**config.mk**
```make
export PLATFORM = sky130hd
export DESIGN_NAME = packet_framer
export DESIGN_NICKNAME = d
export VERILOG_FILES = /design/src/rtl/packet_framer.sv
export SDC_FILE = /design/constraint.sdc
export NUM_CORES = 1
export LEC_CHECK = 0
export ABC_AREA = 1
export CAP_MARGIN = 30
export CORE_AREA = 2 2 78 80
export DETAILED_ROUTE_END_ITERATION = 8
export DIE_AREA = 0 0 80 82
export PLACE_DENSITY_LB_ADDON = 0.05
export SETUP_SLACK_MARGIN = 0.5
export SLEW_MARGIN = 10
export SYNTH_ARGS = -nofsm -noshare
export SYNTH_HDL_FRONTEND = slang
export SYNTH_SLANG_ARGS = --single-unit
```
**constraint.sdc**
```tcl
create_clock -name clk_i -period 1.47 [get_ports clk_i]
set_input_delay 0.294 -clock clk_i [delete_from_list [all_inputs] [get_ports clk_i]]
set_output_delay 0.294 -clock clk_i [all_outputs]
set_load 0.05 [all_outputs]
```
**src/rtl/packet_framer.sv**
```systemverilog
// packet_framer: serialises a command header plus 32-bit payload words into a byte stream
// Ports: clk_i/rst_i clock and sync active-high reset; cmd_* command handshake (opcode, word count);
// word_* payload word handshake; tx_* byte stream to the TX FIFO; busy_o high while a packet is in flight.
module packet_framer #(
  parameter int WORD_WIDTH_P = 32,
  parameter int MAX_WORDS_P = 15
) (
  input  logic                               clk_i,
  input  logic                               rst_i,
  input  logic                               cmd_valid_i,
  output logic                               cmd_ready_o,
  input  logic [7:0]                         cmd_opcode_i,
  input  logic [$clog2(MAX_WORDS_P+1)-1:0]   cmd_nwords_i,
  input  logic                               word_valid_i,
  output logic                               word_ready_o,
  input  logic [WORD_WIDTH_P-1:0]            word_data_i,
  output logic                               tx_valid_o,
  input  logic                               tx_ready_i,
  output logic [7:0]                         tx_data_o,
  output logic                               busy_o
);
  localparam int NW_W = $clog2(MAX_WORDS_P + 1);
  typedef enum logic [1:0] {IDLE, HDR, WORD, PAY} state_e;
  state_e state_q, state_d;
  logic tx_valid_q, tx_valid_d;
  logic [7:0] tx_data_q, tx_data_d;
  logic [NW_W-1:0] rem_q, rem_d;
  logic [1:0] idx_q, idx_d;
  logic [WORD_WIDTH_P-1:0] word_q, word_d;
  logic tx_hs;
  logic [1:0] idx_n;
  logic [7:0] len;
  assign tx_hs = tx_valid_q && tx_ready_i;
  assign idx_n = idx_q + 2'd1;
  // rem_q still holds the full word count while the header is going out
  assign len = 8'((32'(rem_q) + 32'd1) << 2);
  assign cmd_ready_o = state_q == IDLE;
  assign word_ready_o = state_q == WORD;
  assign busy_o = state_q != IDLE;
  assign tx_valid_o = tx_valid_q;
  assign tx_data_o = tx_data_q;
  always_comb begin
    state_d = state_q;
    tx_valid_d = tx_valid_q;
    tx_data_d = tx_data_q;
    rem_d = rem_q;
    idx_d = idx_q;
    word_d = word_q;
    case (state_q)
      IDLE: if (cmd_valid_i) begin
        rem_d = cmd_nwords_i;
        idx_d = 2'd0;
        tx_valid_d = 1'b1;
        tx_data_d = cmd_opcode_i;
        state_d = HDR;
      end
      HDR: if (tx_hs) begin
        idx_d = idx_n;
        tx_data_d = idx_n == 2'd2 ? len : 8'h00;
        if (idx_q == 2'd3) begin
          tx_valid_d = 1'b0;
          state_d = rem_q != '0 ? WORD : IDLE;
        end
      end
      WORD: if (word_valid_i) begin
        word_d = word_data_i;
        idx_d = 2'd0;
        tx_valid_d = 1'b1;
        tx_data_d = word_data_i[7:0];
        state_d = PAY;
      end
      PAY: if (tx_hs) begin
        idx_d = idx_n;
        tx_data_d = 8'(word_q >> {idx_n, 3'b000});
        if (idx_q == 2'd3) begin
          tx_valid_d = 1'b0;
          rem_d = rem_q - NW_W'(1);
          state_d = rem_q != NW_W'(1) ? WORD : IDLE;
        end
      end
      default: state_d = IDLE;
    endcase
  end
  always_ff @(posedge clk_i) begin
    if (rst_i) begin
      state_q <= IDLE;
      tx_valid_q <= 1'b0;
      tx_data_q <= 8'h00;
      rem_q <= '0;
      idx_q <= 2'd0;
      word_q <= '0;
    end else begin
      state_q <= state_d;
      tx_valid_q <= tx_valid_d;
      tx_data_q <= tx_data_d;
      rem_q <= rem_d;
      idx_q <= idx_d;
      word_q <= word_d;
    end
  end
endmodule

```
==> impl_results.md <==
* Vias per Instance at 5.18
* CTS H-tree lvls at 2
* Placement-stage worst setup slack at -142 ps
* Routed wire per std cell at 15.6 um
* Total Power at ~8 mW
* Setup CP Type: reg -> reg
* Clock Path Buffers at 2
* Placer Congestion at 0.888
* Initial DRC Count at 112
* Synth-to-Final Area Change at 71.7%
* Tmin final at 1520 ps
* Horiz. Die Dim at 80 um
* Worst Max-Slew Pin Slew at 378 ps
* Worst Hold Class: reg -> reg
* Clock sinks at 49
* Final Hold Vio Count at 0
* Root Driver: clkbuf_8
* Main area contributors after synthesis: dfxtp_1, nand2_1, o21ai_0
* Final Max Tran Viols at 0
* Cells after Synth at 358
* Cell taking the most area after synthesis: dfxtp_1
* DRC Markers at 0
* P_leak at between 1.5 and 2 nW
* Critical path arrival at 1760 ps
* Highest clock rate at around 0.66 GHz
* Peak VDD IR at between 0.001 and 0.0015 V
* Critical path required time at 1710 ps
* Placed cell count at roughly 500
* Global-route wire length before repair at 11500 um
* Ant. Diodes at 0
* Yosys warns at 0
* Initial antenna violation count at 0
* Worst Setup Slack, final at -53.8 ps
* Most common cell after layout, fill and taps aside: nand2_1
* Dpl hpwl at 4700 um
* Mapped cell area at 2500 sq um
* Ys async rst share at 0
* Share of the synthesized area in the top cell type at 0.392
* Failing checks: setup timing
* Seq cells post-synth at 49
* Startpoint types: flop
* Status: complete, but fails checks
* Die Ht at 82 um
* Finish-stage setup viols at 10
* GR Overflow Total at 0
* Share of cells above drive strength 1 at 0.413
* Number of flops mapped to enable cells by yosys at 0
* Initial Util at 0.435
* Avg Cell Area, Syn at 6.98 sq um
* Unrepaired setup endpoints after global routing: true
* Tot GR Track Use at 0.226
* CTS tree: built
* Slew HR at 0.748
* Num rows at 28
* Max capacitance violation total at 0
* Register area share after synthesis at 0.392
* DIE AREA at 6560 sq um
* Vias at 2734
* Most frequent cells in the layout: nand2_1, clkdlybuf4s50_1, inv_1
* Port Buffers at 60
* Tcrit/Tclk final at 1.04
* Pin count of the biggest net entering global routing at 30
* Antenna Nets Post-Route at 0
* Io pins at 61
* Fill cells at approximately 440
* Clock Latency Late Sink at 310 ps
* Syn Nets at between 400 and 500
* Layout Nets at approximately 510
* Initial DRT Pass Iterations at 4
* Crit path max fanout at 8
* Post-synth cell types at 29
* WL final at 8260 um
* Clock slew at reported path FFs at 100 ps
* Vias in the first global route at 2453
* CTS Hold Bufs at 0
* Main synth FF type: dfxtp_1
* Pwr dens at 1890 nW/um^2
* Worst Clk Skew at around 7.7 ps
* CTS buffer count at 5
* Non-filler cells, final at about 530
* Core Region at 5750 sq um
* Critical path capture point type: flop
[critical path: stages, from the launching register on]
cell and delay [ps]:
dfxtp_2 360, buf_6 140, nor2_4 50, buf_6 130
inv_4 50, nor2_4 30, nor2_4 200, buf_12 150
inv_8 50, nor2_4 90, nand2_2 70, a21oi_2 130
[metal layers]
layer / track usage / part of all wire / wire length [um] / vias up
li1: - / - / - / 1364
met1: 0.287 / 0.43 / 3590 / 1283
met2: 0.391 / 0.51 / 4220 / 73
met3: 0.0363 / 0.038 / 313 / 14
met4: 0.0729 / 0.017 / 138 / 0
met5: 0 / 0 / 0 / -
[final cells by class]
cell class / instances / area (sq um) / area share
Sequential cell: 49 / 1020 / 0.237
Inverter: 44 / 180 / 0.0420
Tap cell: 75 / 93.8 / 0.0219
Timing Repair inverter: 1 / 11.3 / 0.00262
Timing Repair Buffer: 106 / 1240 / 0.288
Clock inverter: 2 / 16.3 / 0.00379
Multi-Input combinational cell: 246 / 1670 / 0.388
Clock buffer: 5 / 68.8 / 0.0160
[state kept, by name (all words and copies together) (netlist names)]
name	cells
idx_q	2
rem_q	4
state_q	2
tx_data_o	8
tx_valid_o	1
word_q	32
[repair_timing]
item | 4_1_cts | 5_1_grt
resized for setup | 39 | 135
setup buffers | 12 | 10
hold endpoints to repair | 0 | 0
endpoints found under the setup margin | 61 | 61
cloned | 3 | 4
pin swaps | 5 | 13
[kinds of logic after synthesis]
kind of cell / share of synthesized area
XOR/XNOR: 0.00350
buffers and inverters: 0.102
AO/OA/AOI/OAI: 0.228
flip-flops: 0.392
adder cells (fa/ha/maj): 0.0300
AND/OR/NAND/NOR: 0.244
[per-stage QoR]
step           instance area, sq um  TNS [ps]  hold slack [ps]  utilization
2_1_floorplan                  2520     -1760              424            -
3_3_place_gp                   3380     -1980              436        0.589
3_5_place_dp                   3380     -2610              438        0.589
4_1_cts                        3710         0              453        0.646
5_1_grt                        4290      -811              467        0.747
6_report                       4290      -146              455        0.747
[synth_stat cells (3+ instances only)]
cell	number
a211oi_1	5
a21oi_1	40
a21oi_2	7
a22o_1	3
buf_2	4
clkbuf_1	12
dfxtp_1	49
ha_1	6
inv_1	39
inv_2	4
nand2_1	68
nand2_2	8
nand3_1	29
nor2_1	24
nor2_4	4
o21ai_0	43
[report_power, final]
group / switching [mW] / total [mW] / internal (mW)
sequential: 0.285 / 2.03 / 1.75
clock: 0.483 / 0.813 / 0.329
combinational: 2.82 / 5.25 / 2.43
total: 3.59 / 8.09 / 4.50
[path summary, 6_finish.rpt]
check,start,to,slack [ps],depth (start not counted)
worst max-delay path,state_q[0],tx_data_o[3],-50,11
worst min-delay path,word_q[7],word_q[7],460,2
worst min register to register,word_q[7],word_q[7],460,2
worst max register to register,state_q[0],tx_data_o[3],-50,11
(Power assumes the default switching activity.)
